**config.mk**
```make
export PLATFORM = sky130hd
export DESIGN_NAME = c8237_dev_port
export DESIGN_NICKNAME = d
export VERILOG_FILES = /design/src/rtl/c8237_dev_port.sv
export SDC_FILE = /design/constraint.sdc
export NUM_CORES = 1
export LEC_CHECK = 0
export CORE_MARGIN = 5
export CORE_UTILIZATION = 25
export CTS_CLUSTER_SIZE = 20
export DETAILED_ROUTE_END_ITERATION = 7
export GPL_TIMING_DRIVEN = 0
export SYNTH_ARGS = -nofsm -noshare
export SYNTH_HDL_FRONTEND = slang
export SYNTH_SLANG_ARGS = --single-unit
```
**constraint.sdc**
```tcl
create_clock -name CLK -period 3.81 [get_ports CLK]
set_input_delay 0.381 -clock CLK [delete_from_list [all_inputs] [get_ports CLK]]
set_output_delay 0.381 -clock CLK [all_outputs]
set_load 0.02 [all_outputs]
```
**src/rtl/c8237_dev_port.sv**
```systemverilog
// c8237_dev_port: peripheral side of the 8237 DMA handshake for one channel.
// Raises DREQ, answers DACK-qualified IOR/IOW strobes and signals or accepts
// end-of-process. An internal FIFO sits between the local valid/ready port
// and the DMA data bus. DIR=0 moves device data to memory (IOR cycles);
// DIR=1 moves memory data to the device (IOW cycles).
module c8237_dev_port #(
  parameter int DEPTH = 8,
  parameter int CNTW  = 16
) (
  input  logic            CLK,
  input  logic            RESET,
  input  logic            START,
  input  logic            DIR,
  input  logic [CNTW-1:0] LEN,
  output logic            DREQ,
  input  logic            DACK,
  input  logic            IOR_n,
  input  logic            IOW_n,
  input  logic            EOP_ni,
  output logic            EOP_no,
  input  logic [7:0]      DB_i,
  output logic [7:0]      DB_o,
  output logic            DB_oe,
  input  logic [7:0]      WR_DATA,
  input  logic            WR_VALID,
  output logic            WR_READY,
  output logic [7:0]      RD_DATA,
  output logic            RD_VALID,
  input  logic            RD_READY,
  output logic            BUSY,
  output logic            DONE,
  output logic            ABORT,
  output logic            OVF
);

  localparam int AW = $clog2(DEPTH);
  localparam int LW = AW + 1;
  localparam logic [LW-1:0]   DEPTH_L = LW'(DEPTH);
  localparam logic [LW-1:0]   TWO_L   = {{(LW-2){1'b0}}, 2'b10};
  localparam logic [LW-1:0]   LVL_ONE = {{(LW-1){1'b0}}, 1'b1};
  localparam logic [AW-1:0]   PTR_ONE = {{(AW-1){1'b0}}, 1'b1};
  localparam logic [CNTW-1:0] CNT_ONE = {{(CNTW-1){1'b0}}, 1'b1};
  localparam logic [CNTW-1:0] CNT_ZERO = {CNTW{1'b0}};

  typedef enum logic [1:0] {
    ST_IDLE   = 2'd0,
    ST_ACTIVE = 2'd1,
    ST_DRAIN  = 2'd2,
    ST_DONE   = 2'd3
  } state_t;

  state_t          state_r, state_s;
  logic            dir_r;
  logic [CNTW-1:0] remaining_r;
  logic            ior_r, iow_r, dack_r;
  logic [7:0]      db_cap_r;
  logic [7:0]      mem_r [DEPTH];
  logic [AW-1:0]   wr_ptr_r, rd_ptr_r;
  logic [LW-1:0]   level_r;
  logic            dreq_r, busy_r, done_r, abort_r, ovf_r;

  logic            active_s, drain_s, start_ok_s;
  logic            strb_now_s, strb_reg_s, cmp_s, last_s, abort_s;
  logic            empty_s, full_s, wr_ready_s, rd_valid_s;
  logic            push_s, pop_s, ovf_hit_s, flush_s;
  logic [7:0]      push_data_s;
  logic            dreq_cond_s, dreq_s;
  logic [CNTW:0]   level_ext_s, rem_p1_s;

  assign active_s   = (state_r == ST_ACTIVE);
  assign drain_s    = (state_r == ST_DRAIN);
  assign start_ok_s = (state_r == ST_IDLE) && START;
  assign empty_s    = (level_r == {LW{1'b0}});
  assign full_s     = (level_r == DEPTH_L);

  // Bus strobe selection and completion/abort detection for the latched direction.
  always_comb begin
    strb_now_s = IOR_n;
    strb_reg_s = ior_r;
    if (dir_r) begin
      strb_now_s = IOW_n;
      strb_reg_s = iow_r;
    end else begin
      strb_now_s = IOR_n;
      strb_reg_s = ior_r;
    end
    // A completion is the rising edge of the strobe while DACK was held.
    cmp_s   = active_s && dack_r && !strb_reg_s && strb_now_s;
    last_s  = cmp_s && (remaining_r == CNT_ZERO);
    abort_s = active_s && DACK && !EOP_ni;
  end

  // FIFO push/pop sources: local port on one side, bus completions on the other.
  always_comb begin
    wr_ready_s  = active_s && !dir_r && !full_s;
    rd_valid_s  = dir_r && !empty_s && (active_s || drain_s);
    push_s      = 1'b0;
    pop_s       = 1'b0;
    push_data_s = WR_DATA;
    ovf_hit_s   = 1'b0;
    if (dir_r) begin
      push_s      = cmp_s && !full_s;
      push_data_s = db_cap_r;
      pop_s       = rd_valid_s && RD_READY;
      ovf_hit_s   = cmp_s && full_s;
    end else begin
      push_s      = WR_VALID && wr_ready_s;
      push_data_s = WR_DATA;
      pop_s       = cmp_s && !empty_s;
      ovf_hit_s   = cmp_s && empty_s;
    end
    // Device-to-memory leftovers are discarded on the way out; every START begins empty.
    flush_s = (drain_s && !dir_r) || start_ok_s;
  end

  // Next DREQ: request only while enough data/space exists, and never past the last transfer.
  always_comb begin
    level_ext_s = {{(CNTW + 1 - LW){1'b0}}, level_r};
    rem_p1_s    = {1'b0, remaining_r} + {{CNTW{1'b0}}, 1'b1};
    if (dir_r) begin
      dreq_cond_s = ((DEPTH_L - level_r) >= TWO_L);
    end else begin
      dreq_cond_s = (level_r >= TWO_L) || (level_ext_s == rem_p1_s);
    end
    dreq_s = active_s && dreq_cond_s && !last_s && !abort_s;
  end

  // Next-state logic for the transfer sequencer.
  always_comb begin
    state_s = state_r;
    case (state_r)
      ST_IDLE: begin
        if (START) state_s = ST_ACTIVE;
        else       state_s = ST_IDLE;
      end
      ST_ACTIVE: begin
        if (last_s || abort_s) state_s = ST_DRAIN;
        else                   state_s = ST_ACTIVE;
      end
      ST_DRAIN: begin
        if (!dir_r || empty_s) state_s = ST_DONE;
        else                   state_s = ST_DRAIN;
      end
      ST_DONE: state_s = ST_IDLE;
      default: state_s = ST_IDLE;
    endcase
  end

  // Sequencer state, latched transfer setup and remaining-transfer counter.
  always_ff @(posedge CLK) begin
    if (RESET) begin
      state_r     <= ST_IDLE;
      dir_r       <= 1'b0;
      remaining_r <= CNT_ZERO;
    end else begin
      state_r <= state_s;
      if (start_ok_s) begin
        dir_r       <= DIR;
        remaining_r <= LEN;
      end else if (cmp_s && (remaining_r != CNT_ZERO)) begin
        remaining_r <= remaining_r - CNT_ONE;
      end
    end
  end

  // Bus input sampling for edge detection and IOW data capture.
  always_ff @(posedge CLK) begin
    if (RESET) begin
      ior_r    <= 1'b1;
      iow_r    <= 1'b1;
      dack_r   <= 1'b0;
      db_cap_r <= 8'h00;
    end else begin
      ior_r  <= IOR_n;
      iow_r  <= IOW_n;
      dack_r <= DACK;
      if (!IOW_n) db_cap_r <= DB_i;
    end
  end

  // FIFO storage, pointers and fill level.
  always_ff @(posedge CLK) begin
    if (RESET) begin
      for (int i = 0; i < DEPTH; i++) mem_r[i] <= 8'h00;
      wr_ptr_r <= {AW{1'b0}};
      rd_ptr_r <= {AW{1'b0}};
      level_r  <= {LW{1'b0}};
    end else if (flush_s) begin
      wr_ptr_r <= {AW{1'b0}};
      rd_ptr_r <= {AW{1'b0}};
      level_r  <= {LW{1'b0}};
    end else begin
      if (push_s) begin
        mem_r[wr_ptr_r] <= push_data_s;
        wr_ptr_r        <= wr_ptr_r + PTR_ONE;
      end
      if (pop_s) rd_ptr_r <= rd_ptr_r + PTR_ONE;
      case ({push_s, pop_s})
        2'b10:   level_r <= level_r + LVL_ONE;
        2'b01:   level_r <= level_r - LVL_ONE;
        default: level_r <= level_r;
      endcase
    end
  end

  // Registered handshake and status outputs.
  always_ff @(posedge CLK) begin
    if (RESET) begin
      dreq_r  <= 1'b0;
      busy_r  <= 1'b0;
      done_r  <= 1'b0;
      abort_r <= 1'b0;
      ovf_r   <= 1'b0;
    end else begin
      dreq_r <= dreq_s;
      busy_r <= (state_s == ST_ACTIVE) || (state_s == ST_DRAIN);
      done_r <= (state_s == ST_DONE);
      if (start_ok_s) begin
        abort_r <= 1'b0;
        ovf_r   <= 1'b0;
      end else begin
        if (abort_s)   abort_r <= 1'b1;
        if (ovf_hit_s) ovf_r   <= 1'b1;
      end
    end
  end

  assign DREQ     = dreq_r;
  assign BUSY     = busy_r;
  assign DONE     = done_r;
  assign ABORT    = abort_r;
  assign OVF      = ovf_r;
  assign WR_READY = wr_ready_s;
  assign RD_VALID = rd_valid_s;
  assign DB_o     = mem_r[rd_ptr_r];
  assign RD_DATA  = mem_r[rd_ptr_r];
  assign DB_oe    = DACK && !IOR_n && active_s && !dir_r;
  assign EOP_no   = !(DACK && !strb_now_s && active_s && (remaining_r == CNT_ZERO));

endmodule
```
==> results.py <==
metrics = {
    "outcome": {
        "status": "completed",
    },
    "route": {
        "antenna_left": 0,
        "drc": 0,
        "post_drt_via_cell_ratio": 4.50,
        "vias": 3991,
        "wl_per_cell_um": 15.4,
        "routed_wirelength_um": 13600,
        "drtIter0Drc": 231,
        "firstDrtPassIters": 4,
    },
    "grt": {
        "grtUsageTotal": 0.106,
        "grt_pass1_wl_um": 21800,
        "grt_overflow": 0,
        "antenna_found_initial": 0,
        "grt_start_max_net_pins": 20,
        "grt_pass1_vias": 4091,
    },
    "logic_synthesis": {
        "synthTopCellsByArea": "edfxtp_1 34%, dfxtp_1 17%, nor2_1 7.8%, mux4_2 6.3%, mux2i_1 3.7%",
        "syn_area_um2": 5680,
        "netlist_top_cells_count": "118 x nor2_1, 64 x edfxtp_1, 48 x dfxtp_1, 21 x mux2i_1, 20 x clkbuf_1",
        "synth-seq-area-share": 0.508,
        "synth_top_area_cell": "edfxtp_1",
        "ys_ff_latch": 112,
        "syn_nets": 579,
        "synth_edf_count": 64,
        "synth.most_common_cell": "nor2_1",
        "synth.distinct_cells": 56,
        "avgSynthCellArea_um2": 10.9,
        "ys_warn_count": 0,
        "synthCells": 521,
        "synth_ff_type": "edfxtp_1",
        "async_flop_share": 0,
        "synth_top_area_share": 0.338,
    },
    "cells_and_area": {
        "stdcell_area_um2": 7000,
        "antennaDiodeCount": 0,
        "nets": 655,
        "drive_gt1_frac": 0.123,
        "syn2layout_area_growth_pct": 23.3,
    },
    "sta": {
        "setup_tns_ns": 0,
        "slew_headroom": 0.418,
        "period_share": 0.917,
        "layout_min_cycle_time_ns": 3.49,
        "clock-skew-final_ns": 0.0155,
        "worstMarginPinSlew_ns": 0.864,
        "hold_viol": 0,
        "rsz0062_at_grt": "false",
        "setup_viol": 0,
        "drv_slew": 0,
        "max_freq_ghz": 0.286,
    },
    "setup_path": {
        "crit_arrival_ns": 3.11,
        "reg2reg_from": "state_r[1]",
        "cp_max_fo": 10,
        "r2r-end": "level_r[3]",
        "cp-start-kind": "flip-flop",
        "ff2ff_setup_slack_ns": 0.65,
        "worstPathRequired_ns": 3.43,
        "r2r_cells": 12,
        "crit_type": "reg2out",
        "cp-end-kind": "output port",
    },
    "clocking": {
        "post_cts.repair.setup_buffers": 0,
        "clock_latency_ns": 0.37,
        "clkSlewWorstSetupHoldPaths_ns": 0.07,
        "cts_made_buffers": 9,
        "cts_hold_buf": 0,
        "clock_sinks": 112,
        "cts_resized": 0,
        "cts_tree": "yes",
        "cts_max_level": 3,
        "cts-root-buf": "clkbuf_16",
        "cts_buffer_depth": 2,
    },
    "floorplanning": {
        "die_w_um": 161,
        "start_util": 0.252,
        "coreArea_um2": 22500,
        "ios": 67,
        "die_y_um": 161,
        "dieArea_um2": 25800,
        "fp-row-count": 55,
    },
    "hold_path": {
        "min_from": "RESET",
        "holdPathStages": 2,
        "hold_class": "in2reg",
        "whs_endpoint": "DONE",
    },
    "power": {
        "p_leak_uw": 0.00243,
        "cellPowerDensity_nw_per_um2": 390,
        "ir_drop_mv": 0.226,
    },
    "job": {
        "drv_cap": 0,
    },
    "placement": {
        "hpwl_um": 9910,
        "dpl_cell_area_um2": 6690,
        "gp_congestion": 0.798,
        "port_buffers": 65,
    },
}
==> placed cells by master (no fill, tap or decap), types with 11 or more instances in the layout <==
cell and count:
nor2_1 118, clkdlybuf4s50_1 65, edfxtp_1 64, dfxtp_1 48, mux2i_1 21, clkbuf_1 20, nand2_1 19, xnor2_1 18
mux4_2 16, ha_1 15, inv_1 14, o21ai_0 11, nand2b_1 11, a21oi_1 11, a211oi_1 11
==> worst max path at each step <==
stage | startpoint | end | slack, ns | depth (start not counted)
2_1_floorplan | state_r[1] | level_r[3] | 1.01 | 13
3_5_place_dp | IOW_n | level_r[3] | 0.15 | 12
3_3_place_gp | IOW_n | level_r[3] | 0.18 | 12
5_1_grt | flip-flop | RD_DATA[6] | 0.07 | 6
6_report | flip-flop | RD_DATA[6] | 0.32 | 6
4_1_cts | flip-flop | RD_DATA[6] | 0.21 | 6
==> worst max-delay path, cell delays in order (launching register included) <==
cell and delay [ns]:
dfxtp_1 0.31, clkbuf_1 0.46, buf_2 0.45, mux4_2 0.57
mux2_2 0.30, buf_4 0.13, clkdlybuf4s50_1 0.52
==> flip-flops by register name, indices dropped and copies added (netlist names), 2 cells and up, named ones only <==
signal / cells
db_cap_r: 8
level_r: 4
mem_r: 64
rd_ptr_r: 3
remaining_r: 16
state_r: 2
wr_ptr_r: 3
==> cell families (layout without fill, tap and decap cells) <==
group	after synthesis	in the layout	synth area share
DFF	112	112	0.508
adders and majority gates	16	16	0.0366
and+or+nand+nor	212	212	0.184
AOI/OAI and AO/OA	56	56	0.0696
xor gates and xnor gates	28	28	0.0432
buffers and inverters	51	132	0.0410
muxes	46	46	0.118
==> routing by layer <==
metal / up-vias / part of all wire / global-route usage
met5: - / 0 / 0
met4: 0 / 0.0084 / 0.0174
met3: 10 / 0.043 / 0.0298
met2: 85 / 0.49 / 0.181
met1: 1898 / 0.46 / 0.137
li1: 1998 / - / -
==> layout make-up <==
cell class	count	area, um2
Fill cell	2276	15500
Buffer	37	180
Clock inverter	6	76.3
Multi-Input combinational cell	358	2560
Tap cell	285	357
Sequential cell	112	2880
Inverter	14	52.6
Timing Repair Buffer	65	651
Clock buffer	10	239
==> power breakdown <==
| group | internal [uW] | switching, uW |
|---|---|---|
| clock network | 538 | 467 |
| registers | 1330 | 24.7 |
| logic | 157 | 214 |
| total | 2020 | 706 |
==> per-stage QoR <==
| stage | worst slack [ns] | hold WS (ns) | power, uW | std cells | utilization |
|---|---|---|---|---|---|
| after global routing | 0.0689 | 0.405 | 2830 | 887 | 0.311 |
| after global placement | 0.178 | 0.453 | 1750 | 871 | 0.297 |
| after CTS | 0.213 | 0.381 | 2750 | 887 | 0.311 |
| after detailed placement | 0.145 | 0.458 | 1750 | 871 | 0.297 |
| after floorplan | 1.01 | 0.463 | 1610 | 521 | - |
| final | 0.315 | 0.377 | 2730 | 887 | 0.311 |
No activity file was read; power rests on OpenSTA's default activity.
